<file path="config.mk">
export PLATFORM = sky130hd
export DESIGN_NAME = instr_encoder
export DESIGN_NICKNAME = d
export VERILOG_FILES = /design/src/rtl/instr_encoder.sv
export SDC_FILE = /design/constraint.sdc
export NUM_CORES = 1
export LEC_CHECK = 0
export BUFFER_PORTS_ARGS = -buffer_cell sky130_fd_sc_hd__buf_2
export CAP_MARGIN = 10
export CORE_ASPECT_RATIO = 0.7
export CORE_MARGIN = 3
export CORE_UTILIZATION = 41
export DETAILED_ROUTE_END_ITERATION = 7
export GPL_ROUTABILITY_DRIVEN = 0
export SLEW_MARGIN = 15
export SYNTH_ARGS = -nofsm -noshare
export SYNTH_HDL_FRONTEND = slang
export SYNTH_SLANG_ARGS = --single-unit
</file>
<file path="constraint.sdc">
create_clock -name clk -period 3.27 [get_ports clk]
set_clock_uncertainty 0.15 [all_clocks]
set_input_delay 0.1635 -clock clk [delete_from_list [all_inputs] [get_ports clk]]
set_output_delay 0.1635 -clock clk [all_outputs]
set_load 0.005 [all_outputs]
</file>
<file path="src/rtl/instr_encoder.sv">
// ---------------------------------------------------------------------------
// instr_encoder
//
// Turns a compact request (op selector plus register/immediate fields) into a
// 32-bit RV32I instruction word. The word goes into a one-entry output buffer
// with a valid/ready handshake, and each word is stamped with a byte address
// from a running counter.
//
// Supported op values:
//   0 lw, 1 sw, 2 R-type ALU, 3 beq, 4 I-type ALU, 5-7 unsupported
//
// Build option (macro ENC_RANGE_CHECK_EN):
//   defined   : ops 5-7, and beq with imm[0]=1, are consumed without emitting
//               a word or advancing the counter, and the sticky err flag is set.
//   undefined : ops 5-7 are emitted as the canonical NOP (addi x0,x0,0),
//               imm[0] is ignored for beq, and err is tied low.
//
// Ports:
//   clk        in   clock; all state changes on the rising edge
//   rst        in   asynchronous active-high reset
//   in_valid   in   request fields are valid
//   in_ready   out  request is accepted this cycle
//   op         in   [2:0]  operation selector
//   funct3     in   [2:0]  ALU funct3 for ops 2 and 4
//   f7b5       in   funct7 bit 5 for op 2 (sub/sra)
//   rd         in   [4:0]  destination register
//   rs1        in   [4:0]  source register 1
//   rs2        in   [4:0]  source register 2
//   imm        in   [12:0] signed immediate
//   flush      in   synchronous clear of the output entry and the counter
//   out_valid  out  an encoded word is held
//   out_ready  in   consumer takes the word
//   out_instr  out  [31:0] encoded word
//   out_addr   out  [31:0] byte address of out_instr
//   err        out  sticky unsupported-request flag
// ---------------------------------------------------------------------------
module instr_encoder (
    input  logic        clk,
    input  logic        rst,
    input  logic        in_valid,
    output logic        in_ready,
    input  logic [2:0]  op,
    input  logic [2:0]  funct3,
    input  logic        f7b5,
    input  logic [4:0]  rd,
    input  logic [4:0]  rs1,
    input  logic [4:0]  rs2,
    input  logic [12:0] imm,
    input  logic        flush,
    output logic        out_valid,
    input  logic        out_ready,
    output logic [31:0] out_instr,
    output logic [31:0] out_addr,
    output logic        err
);

    // Major opcodes (instruction bits [6:0])
    localparam logic [6:0] OPC_LOAD   = 7'b0000011;
    localparam logic [6:0] OPC_STORE  = 7'b0100011;
    localparam logic [6:0] OPC_OP     = 7'b0110011;
    localparam logic [6:0] OPC_BRANCH = 7'b1100011;
    localparam logic [6:0] OPC_OPIMM  = 7'b0010011;

    localparam logic [2:0] F3_WORD = 3'b010;
    localparam logic [2:0] F3_BEQ  = 3'b000;

    localparam logic [31:0] NOP_WORD  = 32'h0000_0013;
    localparam logic [31:0] ADDR_STEP = 32'd4;

    localparam logic [2:0] OP_LW   = 3'd0;
    localparam logic [2:0] OP_SW   = 3'd1;
    localparam logic [2:0] OP_R    = 3'd2;
    localparam logic [2:0] OP_BEQ  = 3'd3;
    localparam logic [2:0] OP_IALU = 3'd4;

    typedef enum logic {
        EMPTY = 1'b0,
        FULL  = 1'b1
    } state_t;

    state_t      state_reg;
    logic [31:0] instr_reg;
    logic [31:0] addr_reg;
    logic [31:0] count_reg;

    logic [31:0] word_next;
    logic        unsupported;
    logic        accept;

    // -----------------------------------------------------------------------
    // Combinational encoder
    // -----------------------------------------------------------------------
    always_comb begin
        word_next = NOP_WORD;
        unique case (op)
            OP_LW:   word_next = {imm[11:0], rs1, F3_WORD, rd, OPC_LOAD};
            OP_SW:   word_next = {imm[11:5], rs2, rs1, F3_WORD, imm[4:0], OPC_STORE};
            OP_R:    word_next = {1'b0, f7b5, 5'b00000, rs2, rs1, funct3, rd, OPC_OP};
            // Branch offsets are in units of 2 bytes, so imm[0] never lands
            // in the word; the scrambled B-type layout is fixed by the ISA.
            OP_BEQ:  word_next = {imm[12], imm[10:5], rs2, rs1, F3_BEQ,
                                  imm[4:1], imm[11], OPC_BRANCH};
            OP_IALU: word_next = {imm[11:0], rs1, funct3, rd, OPC_OPIMM};
            default: word_next = NOP_WORD;
        endcase
    end

`ifdef ENC_RANGE_CHECK_EN
    // A misaligned branch offset cannot be represented, so it is rejected
    // along with the undefined op values.
    assign unsupported = (op > OP_IALU) || ((op == OP_BEQ) && imm[0]);
`else
    assign unsupported = 1'b0;
    // imm[0] is meaningless when the range check is compiled out.
    logic unused_imm0;
    assign unused_imm0 = imm[0];
`endif

    // -----------------------------------------------------------------------
    // Handshake
    // -----------------------------------------------------------------------
    // The buffer can take a new request when it is empty or when the held
    // word is leaving this same cycle. A flush blocks acceptance outright so
    // the upstream source keeps its request rather than losing it.
    assign in_ready = !flush && ((state_reg == EMPTY) || out_ready);
    assign accept   = in_valid && in_ready;

    // -----------------------------------------------------------------------
    // Output-entry FSM, address counter and sticky error
    // -----------------------------------------------------------------------
    always_ff @(posedge clk or posedge rst) begin
        if (rst) begin
            state_reg <= EMPTY;
            instr_reg <= '0;
            addr_reg  <= '0;
            count_reg <= '0;
        end else if (flush) begin
            state_reg <= EMPTY;
            instr_reg <= '0;
            addr_reg  <= '0;
            count_reg <= '0;
        end else if (accept && !unsupported) begin
            // Covers both EMPTY->FULL and the FULL->FULL replace case where
            // the old word drains and the new one loads in the same edge.
            state_reg <= FULL;
            instr_reg <= word_next;
            addr_reg  <= count_reg;
            count_reg <= count_reg + ADDR_STEP;  // wraps naturally at 2^32
        end else if (accept) begin
            // Unsupported request consumed without a word: whatever was held
            // has drained (accept while FULL implies out_ready).
            state_reg <= EMPTY;
        end else if ((state_reg == FULL) && out_ready) begin
            state_reg <= EMPTY;
        end
    end

`ifdef ENC_RANGE_CHECK_EN
    logic err_reg;

    // Kept apart from the flush path: only reset clears the error.
    always_ff @(posedge clk or posedge rst) begin
        if (rst) begin
            err_reg <= 1'b0;
        end else if (!flush && accept && unsupported) begin
            err_reg <= 1'b1;
        end
    end

    assign err = err_reg;
`else
    assign err = 1'b0;
`endif

    assign out_valid = (state_reg == FULL);
    assign out_instr = instr_reg;
    assign out_addr  = addr_reg;

endmodule

</file>
==> summary.txt <==
Synth
  – #FFs+latches synth: 91
  – Syn avg cell area: about 9.6 µm²
  – Area leader, netlist: dfrtp_1
  – Adder-cell share of the synthesized area: less than 1%
  – Combinational family with the most area after synthesis: simple AND/OR/NAND/NOR gates
  – Compound-cell area share of the yosys netlist: roughly an eighth
  – Area contributors post-synth: dfrtp_1 52%, nand2_1 6.2%, a21oi_1 5.0%, nor2_1 3.3%, mux2i_1 3.2%
  – Synth warn: 0
  – Mux contribution to synthesized area: around 4%
  – Yosys top cell area share: around half
  – Post-synth EDFFs: 0
  – Gate count of the mapped netlist: around 460
  – Synth cell types: ~50
  – XOR/XNOR Fraction of Synth Area: approximately 1.6%
  – Synth Cell Area: 4420 µm²
  – Seq/Total Area, Yosys: 51.6%
  – Synth async-reset ratio: 100%
  – Main synth FF type: dfrtp_1
  – Post-Synth Simple-Gate Area: between 20% and 30%

Timing
  – Pins Over Slew Limit: 0
  – Fin crit share: about 74%
  – Fin. Hold Viols: 0
  – Worst-margin pin slew: approximately 900 ps
  – Rel. slew slack: between 30% and 40%
  – Fin Hold WS: 28.6 ps
  – TNS Setup: 0 ps
  – Final setup margin: between 800 and 900 ps
  – Final setup viols: 0
  – RSZ-0062 raised after global routing: no
  – F_max: approximately 410 MHz
  – Min cycle time layout: about 2400 ps

Routing
  – Via Count: 3,676
  – Avg Vias per Cell: between 5 and 6
  – DRT Pass-1 Iters: 4
  – DR DRC count: 0
  – Initial detailed-routing violation count: 315
  – Post-DRT Antenna Nets: 0
  – WL/cell: around 16 µm
  – Drt total wl: 10,900 µm

Critical path
  – Reg-to-reg endpoint: count_reg[29]
  – Reg2Reg Setup Slack: around 860 ps
  – Top fanout value on the critical path: 22
  – Arr. time, crit path: 2530 ps
  – Startpoint Class: flop
  – Setup CP Type: flop to flop
  – CP endpoint: count_reg[29]
  – Reg2reg start: count_reg[7]
  – Worst setup path startpoint: count_reg[7]
  – Crit path capture type: flop
  – Worst Path Required: approximately 3400 ps
  – Reg2reg path depth: 5

Final layout
  – Seq. cell area: approximately 2300 µm²
  – Most common cell after layout, fill and taps aside: buf_2
  – Layout area overhead: 23.1%
  – Commonest cells after routing, fill and taps aside: 103 x buf_2, 91 x dfrtp_1, 72 x nand2_1
  – Diode count: 0
  – Final instance area: approximately 5400 µm²
  – Layout cells sized above 1: approximately a quarter
  – # nets final: between 500 and 600
  – Post-Layout Cell Count: 695
  – Multi-input gate area: between 1500 and 2000 µm²
  – FILL cells: between 900 and 1,000
  – Largest register FFs: 31

Global routing
  – Gr usage total: between 10% and 20%
  – Global-route wire length before repair: 18,200 µm
  – GRT overflow: 0
  – Antenna violations before repair: 0
  – Largest net degree at the start of global routing: between 50 and 60
  – Vias in the first global route: roughly 3,500

Power and ir drop
  – Switching part of the total: roughly a quarter
  – Combinational share of power: ~9%
  – Net load switching power: 584 µW
  – Power Internal: 1.85 mW
  – Clock network power share: between 40% and 50%
  – P_leak: around 2.5 nW
  – Sequential share of power: ~48%
  – P per Cell Area: 448 nW/µm²
  – Max VDD drop: 286 µV

Floorplan
  – Die extent in y: 92.8 µm
  – Core Region: ~10,000 µm²
  – Num rows: 31
  – Initial Util: between 40% and 50%
  – Die area: around 12,000 µm²
  – Die X: 130 µm
  – I/O Pins: about 110

Clock tree
  – Max clock buf depth: 2
  – Post-CTS Setup Bufs: 0
  – CTS Root Cell: clkbuf_16
  – Clock-pin slew on the worst setup and hold paths: 70 ps
  – Hold_buf cts: 14
  – Post-CTS sizing: 0
  – H-tree depth: 3
  – CTS tree: done
  – Clock sink total: slightly above 90
  – Total CTS buffers: 9
  – Skew-Pair Late Insertion Delay: about 340 ps

Placed design
  – Post-DP HPWL: 7310 µm
  – Dpl ws: approximately 900 ps
  – DP Area: around 5000 µm²
  – Placed Instances: 665
  – PortBufs: approximately 100

Job
  – Max Cap Viol: 0

Min path
  – Hold WC Path Type: primary input to flop

Outcome
  – Status: finished clean
==> critical path: stages, from the launching register on <==
cell and delay (ps):
dfrtp_1 450, and4_1 290, nand4_2 570, buf_4 380, nor4_2 280, mux2i_1 220
==> Yosys cell counts, types with 9 or more instances <==
library cell,count
nor2b_1,9
nor3b_1,10
a21oi_1,44
dfrtp_1,91
mux2i_1,14
clkbuf_1,19
nor2_1,39
o21ai_0,10
nand3_1,10
nand2_1,73
nand2b_1,14
nor3_1,10
==> how the worst min path moves through the flow <==
| stage | depth (start not counted) | slack (ps) | to | startpoint |
|---|---|---|---|---|
| final | 3 | 30 | out_instr[22] | imm[2] |
| after detailed placement | 2 | 240 | out_instr[25] | rst |
| after CTS | 3 | 10 | out_valid | in_valid |
| after global routing | 3 | 60 | out_instr[24] | imm[4] |
| after floorplan | 1 | 150 | out_instr[12] | funct3[0] |
| after global placement | 2 | 230 | out_instr[28] | rst |
==> cell type report <==
type	instances	area share (%)
Inverter	6	0.437
Clock inverter	6	1.17
Clock buffer	10	4.40
Timing Repair Buffer	125	13.4
Tap cell	132	3.04
Sequential cell	91	41.9
Multi-Input combinational cell	325	35.7
==> routing by layer <==
layer | vias up | share of wire [%] | global-route usage [%]
li1 | 1794 | - | -
met1 | 1785 | 48 | 27.2
met2 | 86 | 46 | 28.4
met3 | 11 | 4.9 | 4.73
met4 | 0 | 0.87 | 4.93
met5 | - | 0 | 0
==> kinds of logic (layout without fill, tap and decap cells) <==
group / count (synthesis) / count (layout)
AO/OA/AOI/OAI: 87 / 87
XOR/XNOR: 8 / 8
adder cells (fa/ha/maj): 2 / 2
buffers and inverters: 45 / 147
flip-flops: 91 / 91
multiplexers: 17 / 17
other: 1 / 3
AND/OR/NAND/NOR: 208 / 208
==> power by group through the flow <==
stage               registers, mW  clock network [mW]  logic, mW
floorplan                    1.19                   0      0.130
global placement             1.18                   0      0.212
detailed placement           1.19                   0      0.214
CTS                          1.16                1.07      0.228
global route                 1.17                1.12      0.253
finish                       1.16                1.05      0.223
==> through the flow <==
step	total power [mW]	util [%]
finish	2.43	52.1
global route	2.54	52.1
CTS	2.46	52.1
detailed placement	1.40	47.8
global placement	1.40	47.8
floorplan	1.32	-
No activity file was read; power rests on OpenSTA's default activity.
